--- config.mk ---
export PLATFORM = sky130hd
export DESIGN_NAME = count_ctrl
export DESIGN_NICKNAME = d
export VERILOG_FILES = /design/src/rtl/count_ctrl.sv
export SDC_FILE = /design/constraint.sdc
export NUM_CORES = 1
export LEC_CHECK = 0
export ABC_CLOCK_PERIOD_IN_PS = 3700
export CORE_MARGIN = 2
export CORE_UTILIZATION = 40
export CTS_CLUSTER_SIZE = 30
export DETAILED_ROUTE_END_ITERATION = 10
export PLACE_DENSITY = 0.63
export SLEW_MARGIN = 20
export SYNTH_ARGS = -nofsm -noshare
export SYNTH_HDL_FRONTEND = slang
export SYNTH_SLANG_ARGS = --single-unit
--- constraint.sdc ---
create_clock -name clk -period 3.7 [get_ports clk]
set_clock_uncertainty 0.2 [all_clocks]
set_input_delay 0.74 -clock clk [delete_from_list [all_inputs] [get_ports clk]]
set_output_delay 0.74 -clock clk [all_outputs]
set_load 0.03 [all_outputs]
--- src/rtl/count_ctrl.sv ---
// Run controller for the lab counter: programmable-rate EN strobe, stable MAX, wrap counting.
// Optional PAUSE input enabled by defining COUNT_CTRL_PAUSE_EN.
module count_ctrl #(
   parameter int WIDTH   = 8,
   parameter int DIV_W   = 16,
   parameter int WRAPS_W = 8
) (
   input  logic               clk,
   input  logic               RST,
   input  logic               START,
   input  logic               STOP,
   input  logic [DIV_W-1:0]   DIV,
   input  logic [WIDTH-1:0]   MAX_IN,
   input  logic [WRAPS_W-1:0] WRAPS,
   input  logic               RCO,
`ifdef COUNT_CTRL_PAUSE_EN
   input  logic               PAUSE,
`endif
   output logic               EN,
   output logic [WIDTH-1:0]   MAX,
   output logic               BUSY,
   output logic               DONE,
   output logic [WRAPS_W-1:0] WRAP_CNT
);

   localparam logic [1:0] S_IDLE = 2'd0;
   localparam logic [1:0] S_RUN  = 2'd1;
   localparam logic [1:0] S_DONE = 2'd2;

   localparam logic [DIV_W-1:0]   DIV_ZERO  = {DIV_W{1'b0}};
   localparam logic [DIV_W-1:0]   DIV_ONE   = {{(DIV_W-1){1'b0}}, 1'b1};
   localparam logic [WRAPS_W-1:0] WRAP_ZERO = {WRAPS_W{1'b0}};
   localparam logic [WRAPS_W-1:0] WRAP_ONE  = {{(WRAPS_W-1){1'b0}}, 1'b1};
   localparam logic [WRAPS_W-1:0] WRAP_SAT  = {WRAPS_W{1'b1}};
   localparam logic [WIDTH-1:0]   MAX_ZERO  = {WIDTH{1'b0}};

   logic [1:0]         state;
   logic [DIV_W-1:0]   prescaler;
   logic [DIV_W-1:0]   div_q;
   logic [WRAPS_W-1:0] wraps_q;
   logic               paused;
   logic               wrap_hit;
   logic               final_wrap;
   logic               strobe;
   logic [WRAPS_W-1:0] wrap_next;

`ifdef COUNT_CTRL_PAUSE_EN
   assign paused = PAUSE;
`else
   assign paused = 1'b0;
`endif

   // A wrap counts only when the counter saw our EN strobe; the count saturates.
   always_comb begin
      wrap_hit = EN & RCO & ~paused;
      if (wrap_hit && (WRAP_CNT != WRAP_SAT)) begin
         wrap_next = WRAP_CNT + WRAP_ONE;
      end else begin
         wrap_next = WRAP_CNT;
      end
      final_wrap = wrap_hit && (wraps_q != WRAP_ZERO) && (wrap_next == wraps_q);
      strobe     = (prescaler == (div_q - DIV_ONE));
   end

   // Run state machine and all registered outputs.
   always_ff @(posedge clk) begin
      if (RST) begin
         state     <= S_IDLE;
         EN        <= 1'b0;
         MAX       <= MAX_ZERO;
         BUSY      <= 1'b0;
         DONE      <= 1'b0;
         WRAP_CNT  <= WRAP_ZERO;
         prescaler <= DIV_ZERO;
         div_q     <= DIV_ZERO;
         wraps_q   <= WRAP_ZERO;
      end else begin
         case (state)
            S_IDLE: begin
               EN   <= 1'b0;
               DONE <= 1'b0;
               if (START && !STOP) begin
                  state     <= S_RUN;
                  BUSY      <= 1'b1;
                  MAX       <= MAX_IN;
                  div_q     <= (DIV == DIV_ZERO) ? DIV_ONE : DIV;
                  wraps_q   <= WRAPS;
                  WRAP_CNT  <= WRAP_ZERO;
                  prescaler <= DIV_ZERO;
               end else begin
                  state <= S_IDLE;
                  BUSY  <= 1'b0;
               end
            end
            S_RUN: begin
               DONE <= 1'b0;
               // Completion takes priority over a simultaneous STOP.
               if (final_wrap) begin
                  state    <= S_DONE;
                  WRAP_CNT <= wrap_next;
                  DONE     <= 1'b1;
                  BUSY     <= 1'b0;
                  EN       <= 1'b0;
               end else if (STOP) begin
                  state <= S_IDLE;
                  BUSY  <= 1'b0;
                  EN    <= 1'b0;
               end else if (paused) begin
                  EN <= 1'b0;
               end else begin
                  WRAP_CNT  <= wrap_next;
                  EN        <= strobe;
                  prescaler <= strobe ? DIV_ZERO : (prescaler + DIV_ONE);
               end
            end
            S_DONE: begin
               state <= S_IDLE;
               DONE  <= 1'b0;
               BUSY  <= 1'b0;
               EN    <= 1'b0;
            end
            default: begin
               state <= S_IDLE;
               DONE  <= 1'b0;
               BUSY  <= 1'b0;
               EN    <= 1'b0;
            end
         endcase
      end
   end

endmodule

==> flow_metrics.py, run 1 <==
metrics = {
    "floorplan": {
        "ios": 56,
        "std_cell_rows": 34,
        "start_util_pct": 40.9,
        "dieArea_sq_um": 9600,
        "dieWidth_microns": 98.0,
        "fp.dieH_microns": 98.0,
        "core_sq_um": 8640,
    },
    "yosys": {
        "synthesis.area_sq_um": 3530,
        "ys_ff_latch": 60,
        "ys_async_sr_fraction_pct": 0,
        "synth.area.top_cells": "dfxtp_1 (34%), nand2_1 (8.6%), a21oi_1 (6.9%)",
        "synthAdderAreaFrac_pct": 1.06,
        "synth.distinct_cells": 64,
        "synth_compound_area_share_pct": 22.4,
        "synth_top_family_by_area": "simple AND/OR/NAND/NOR gates",
        "synth_nets": 482,
        "synth_warnings": 0,
        "synth_top_area_share_pct": 34.0,
        "ys_seq_area_share_pct": 34.0,
        "synth_xor_area_share_pct": 7.94,
        "synthSimpleGateAreaFrac_pct": 28.4,
        "dominantRegCellSynth": "dfxtp_1",
        "syn_area_per_cell_sq_um": 7.99,
        "synthMuxAreaShare_pct": 0.886,
        "synth_top_area_cell": "dfxtp_1",
        "synth_cells": 442,
        "synth_edf_count": 0,
    },
    "placement": {
        "post-place-cells": 584,
        "dp_hpwl_microns": 6400,
        "io_buffers": 55,
        "gp_congestion": 0.892,
        "place_area_sq_um": 4130,
    },
    "setup_path": {
        "cp.arrival_ns": 3.46,
        "crit_type": "reg -> reg",
        "crit_path_max_fanout": 10,
        "rrSetupSlack_ns": 0.29,
        "cp-end-kind": "flop",
        "cp-start-kind": "flop",
        "worstPathRequired_ns": 3.75,
    },
    "cells_and_area": {
        "drive_gt1_share_pct": 10.4,
        "n_antenna_cell": 0,
        "layout_common_cells": "nand2_1 (81), dfxtp_1 (60), clkdlybuf4s50_1 (54), a21oi_1 (49), nand3_1 (22)",
        "layout_commonest_cell": "nand2_1",
        "final_nets": 527,
        "fillers": 834,
        "finalInstanceArea_sq_um": 4370,
        "syn2layout_area_growth_pct": 23.8,
        "final_cells": 600,
    },
    "sta": {
        "fin_crit_ns": 3.41,
        "fmax_ghz": 0.293,
        "holdWs_ns": 0.259,
        "worst-slew-pin-transition_ns": 0.625,
        "max_slew_margin_pct": 57.9,
        "drv_slew": 0,
        "setup_tns_ns": 0,
        "grt_setup_unrepaired": "no",
        "final_hold_viol_count": 0,
        "setup_viol": 0,
        "finalCritPeriodShare_pct": 92.2,
    },
    "detailed_routing": {
        "viasPerCell": 5.61,
        "vias": 3366,
        "ant_nets": 0,
        "wire_per_inst_microns": 15.1,
        "drt-total-wl_microns": 9050,
        "drc": 0,
        "drtIter0Drc": 174,
        "firstDrtPassIters": 4,
    },
    "status": {
        "run_status": "complete, no violations",
    },
    "clock_network": {
        "ctsHoldBuffers": 0,
        "post_cts_buffers": 0,
        "clock_path_buffers": 2,
        "htree_levels": 3,
        "ctsRootBufferMaster": "clkbuf_8",
        "numClockSinks": 60,
        "post_cts_resized": 0,
        "cts-buffers-inserted": 9,
        "path_clk_slew_ns": 0.08,
        "cts_tree": "built",
        "clock_latency_ns": 0.35,
    },
    "global_route": {
        "grt_start_max_net_pins": 58,
        "grt_pass1_vias": 3196,
        "grt_pass1_wl_microns": 15300,
        "antenna_found_initial": 0,
        "grt_overflow": 0,
        "grt_use_total_pct": 19.2,
    },
    "power": {
        "peakVddDrop_v": 0.000230,
        "power_density_nw_per_um2": 380,
        "p_leak_nw": 1.51,
        "fin_total_pwr_mw": 1.66,
    },
    "job": {
        "drv_cap": 0,
    },
    "hold_path": {
        "hold_class": "reg -> reg",
    },
}
-- power by group --
part	internal [mW]	leakage (nW)	switching, mW	total, mW
logic	0.111	0.908	0.125	0.236
registers	0.662	0.487	0.0213	0.684
clock network	0.450	0.116	0.289	0.740
-- final cells by class --
class | count | area (sq um) | share of cell area, %
Clock buffer | 9 | 124 | 2.83
Sequential cell | 60 | 1200 | 27.5
Multi-Input combinational cell | 340 | 2140 | 49.0
Timing Repair Buffer | 61 | 591 | 13.5
Inverter | 15 | 56.3 | 1.29
Clock inverter | 7 | 123 | 2.80
Tap cell | 108 | 135 | 3.09
-- critical path, cell delays in order (launching register included) --
cell	delay, ns
dfxtp_1	0.49
ha_1	0.35
and3_1	0.34
nand4_1	0.14
mux2i_1	0.30
mux2_2	0.40
a41oi_1	0.28
o21ai_4	0.07
nand2b_2	0.27
buf_4	0.24
o41ai_2	0.20
-- cell families after synthesis --
group | Yosys count
AO/OA/AOI/OAI | 108
flip-flops | 60
adder cells (fa/ha/maj) | 3
buffers and inverters | 42
multiplexers | 3
XOR/XNOR | 32
AND/OR/NAND/NOR | 194
-- state kept, by name, summed over array words and instances, names as in the netlist --
name       cells
div_q         16
wraps_q        8
state          2
MAX            8
prescaler     16
WRAP_CNT       8
DONE           1
EN             1
-- worst paths after layout --
kind / to / cells past startpoint / from
hold reg to reg: MAX[3]$_SDFFE_PP0P_ / 2 / MAX[3]$_SDFFE_PP0P_
setup reg to reg: prescaler[2]$_SDFFE_PP0P_ / 10 / WRAP_CNT[0]$_SDFFE_PP0P_
hold / removal: MAX[3]$_SDFFE_PP0P_ / 2 / MAX[3]$_SDFFE_PP0P_
setup / recovery: prescaler[2]$_SDFFE_PP0P_ / 10 / WRAP_CNT[0]$_SDFFE_PP0P_
-- cell usage after synthesis (3+ instances only) --
| cell type | instances |
|---|---|
| buf_2 | 6 |
| inv_1 | 15 |
| or3_1 | 5 |
| buf_1 | 4 |
| nand2b_1 | 3 |
| o41ai_2 | 4 |
| ha_1 | 3 |
| xor2_1 | 11 |
| clkbuf_1 | 14 |
| nor3b_1 | 4 |
| nand3_1 | 22 |
| o21ai_2 | 4 |
| buf_6 | 3 |
| o21ai_0 | 8 |
| and3_1 | 9 |
| nand2_1 | 81 |
| a21oi_1 | 49 |
| xnor2_1 | 21 |
| nor3_1 | 14 |
| a41oi_1 | 3 |
| a32oi_1 | 8 |
| nand4_1 | 10 |
| and4_1 | 3 |
| nor2_1 | 17 |
| nor4_1 | 9 |
| dfxtp_1 | 60 |
| o32ai_1 | 6 |
-- metrics by stage --
step | util [%] | setup slack, ns
finish | 50.6 | 0.290
global route | 50.6 | 0.0910
CTS | 50.6 | 0.330
detailed placement | 47.8 | 0.0890
global placement | 47.8 | 0.188
floorplan | - | 0.581
-- routing by layer --
| layer | global-route usage [%] | part of all wire (%) | vias to the layer above |
|---|---|---|---|
| met5 | 0 | 0 | - |
| met4 | 7.16 | 1.7 | 0 |
| met3 | 3.36 | 4.6 | 12 |
| met2 | 29.3 | 44 | 87 |
| met1 | 27.2 | 50 | 1576 |
| li1 | - | - | 1691 |
Note: power is estimated with default switching activity, not from simulation.
==> run 2: changes to the inputs <==
--- a/config.mk
+++ b/config.mk
@@ -6,7 +6,6 @@
 export NUM_CORES = 1
 export LEC_CHECK = 0
 export ABC_CLOCK_PERIOD_IN_PS = 3700
-export CORE_MARGIN = 2
 export CORE_UTILIZATION = 40
 export CTS_CLUSTER_SIZE = 30
 export DETAILED_ROUTE_END_ITERATION = 10
==> run 2 against run 1 <==
Register-to-register slack better by 0.18 ns. Core utilization up 0.88 points. Critical path type is now in -> reg. Clock power down 26%. Routed wire length down 2.2%. Via count about the same. Global-route usage up 1.7 points.
==> flow_metrics.py, run 2 (synthesis results as in run 1) <==
metrics = {
    "status": {
        "run_status": "complete, no violations",
    },
    "placement": {
        "io_buffers": 55,
        "gp_congestion": 0.860,
        "dp_hpwl_microns": 6340,
        "place_area_sq_um": 4130,
        "dp_slack_ns": 0.135,
    },
    "setup_path": {
        "cp-start-kind": "input port",
        "worstPathRequired_ns": 3.78,
        "r2r-end": "prescaler[3]$_SDFFE_PP0P_",
        "r2r-start": "WRAP_CNT[0]$_SDFFE_PP0P_",
        "crit_path_max_fanout": 4,
        "cp-end-kind": "flop",
        "crit_type": "in -> reg",
        "cp.arrival_ns": 3.35,
        "r2r_cells": 10,
        "rrSetupSlack_ns": 0.47,
    },
    "sta": {
        "grt_setup_unrepaired": "no",
        "finalCritPeriodShare_pct": 88.4,
        "max_slew_margin_pct": 57.0,
        "setup_tns_ns": 0,
        "drv_slew": 0,
        "worst-slew-pin-transition_ns": 0.638,
        "setup_viol": 0,
        "fmax_ghz": 0.306,
        "setup_slack_ns": 0.430,
        "fin_crit_ns": 3.27,
        "final_hold_viol_count": 0,
    },
    "hold_path": {
        "min_to": "MAX[0]$_SDFFE_PP0P_",
        "hold_class": "reg -> reg",
        "min_path_cells": 2,
        "hp-start": "MAX[0]$_SDFFE_PP0P_",
    },
    "global_route": {
        "grt_overflow": 0,
        "grt_pass1_vias": 3158,
        "grt_use_total_pct": 20.9,
        "grt_pass1_wl_microns": 15100,
        "antenna_found_initial": 0,
        "grt_start_max_net_pins": 58,
    },
    "cells_and_area": {
        "final_nets": 527,
        "finalInstanceArea_sq_um": 4320,
        "fin_util_pct": 51.5,
        "fillers": 809,
        "layout_commonest_cell": "nand2_1",
        "n_antenna_cell": 0,
        "drive_gt1_share_pct": 10.4,
        "top_regs": "div_q: 16 flops, prescaler: 16 flops",
        "syn2layout_area_growth_pct": 22.3,
        "layout_common_cells": "nand2_1 (81), dfxtp_1 (60), clkdlybuf4s50_1 (54), a21oi_1 (49), nand3_1 (22)",
    },
    "floorplan": {
        "start_util_pct": 42.1,
        "core_sq_um": 8380,
        "dieWidth_microns": 96.0,
        "dieArea_sq_um": 9210,
        "ios": 56,
        "fp.dieH_microns": 96.0,
        "std_cell_rows": 33,
    },
    "clock_network": {
        "cts_tree": "built",
        "ctsHoldBuffers": 0,
        "ctsRootBufferMaster": "clkbuf_8",
        "numClockSinks": 60,
        "clock_path_buffers": 2,
        "cts-buffers-inserted": 9,
        "post_cts_resized": 0,
        "path_clk_slew_ns": 0.08,
        "clock_latency_ns": 0.34,
        "htree_levels": 3,
        "post_cts_buffers": 0,
    },
    "detailed_routing": {
        "drt-total-wl_microns": 8850,
        "viasPerCell": 5.64,
        "drtIter0Drc": 128,
        "ant_nets": 0,
        "drc": 0,
        "firstDrtPassIters": 5,
        "vias": 3368,
        "wire_per_inst_microns": 14.8,
    },
    "power": {
        "p_leak_nw": 1.49,
        "power_density_nw_per_um2": 340,
        "p_int_mw": 1.02,
        "power_switching_mw": 0.441,
        "comb_power_share_pct": 15.9,
        "peakVddDrop_v": 0.000197,
        "swShare_pct": 30.1,
        "fin_total_pwr_mw": 1.47,
        "p_clk_share_pct": 37.3,
        "seq_power_share_pct": 46.7,
    },
    "job": {
        "drv_cap": 0,
    },
}
[run 2: changes by cell type in the layout (fill, tap and decap cells not counted)]
cell,previous run,this run
clkinv_4,1,2
bufinv_16,3,0
buf_4,6,5
buf_12,0,1
inv_6,1,3
[run 2: power groups by stage]
stage | clock network (mW) | logic [mW] | registers [mW]
after floorplan | 0 | 0.151 | 0.699
after global placement | 0 | 0.232 | 0.699
after detailed placement | 0 | 0.234 | 0.700
after CTS | 0.564 | 0.235 | 0.685
after global routing | 0.592 | 0.258 | 0.688
final | 0.547 | 0.233 | 0.685
[run 2: worst max-delay path by stage]
stage | slack (ns) | cells past startpoint | startpoint | to
6_report | 0.43 | 9 | RCO | WRAP_CNT[2]$_SDFFE_PP0P_
5_1_grt | 0.24 | 11 | div_q[0]$_SDFFE_PP0P_ | prescaler[3]$_SDFFE_PP0P_
4_1_cts | 0.46 | 10 | WRAP_CNT[0]$_SDFFE_PP0P_ | prescaler[3]$_SDFFE_PP0P_
3_5_place_dp | 0.13 | 9 | RCO | WRAP_CNT[2]$_SDFFE_PP0P_
3_3_place_gp | 0.24 | 9 | RCO | WRAP_CNT[2]$_SDFFE_PP0P_
2_1_floorplan | 0.58 | 10 | WRAP_CNT[1]$_SDFFE_PP0P_ | prescaler[13]$_SDFFE_PP0P_
[run 2: per-layer routing]
layer  up-vias  global-route usage [%]  part of all wire [%]
met4         0                    6.34                   1.1
li1       1695                       -                     -
met1      1578                    29.5                    49
met3        11                    4.42                   4.3
met5         -                       0                     0
met2        84                    31.9                    45
[run 2: critical path: stages]
cell,delay [ns]
clkdlybuf4s50_1,0.49
nand2_1,0.14
nor4_2,0.42
mux2i_1,0.28
xor2_1,0.24
a41oi_1,0.23
nor3_1,0.48
a21oi_1,0.12
o21ba_1,0.22
[run 2: metrics by stage]
stage / hold WS, ns / instances
after floorplan: 0.247 / 442
after global placement: 0.243 / 581
after detailed placement: 0.250 / 581
after CTS: 0.266 / 597
after global routing: 0.295 / 597
final: 0.265 / 597
[run 2: cell type report]
class	count	area (sq um)	area share [%]
Clock buffer	9	124	2.87
Clock inverter	7	58.8	1.36
Inverter	15	56.3	1.30
Multi-Input combinational cell	340	2140	49.6
Sequential cell	60	1200	27.8
Tap cell	105	131	3.04
Timing Repair Buffer	61	603	14.0
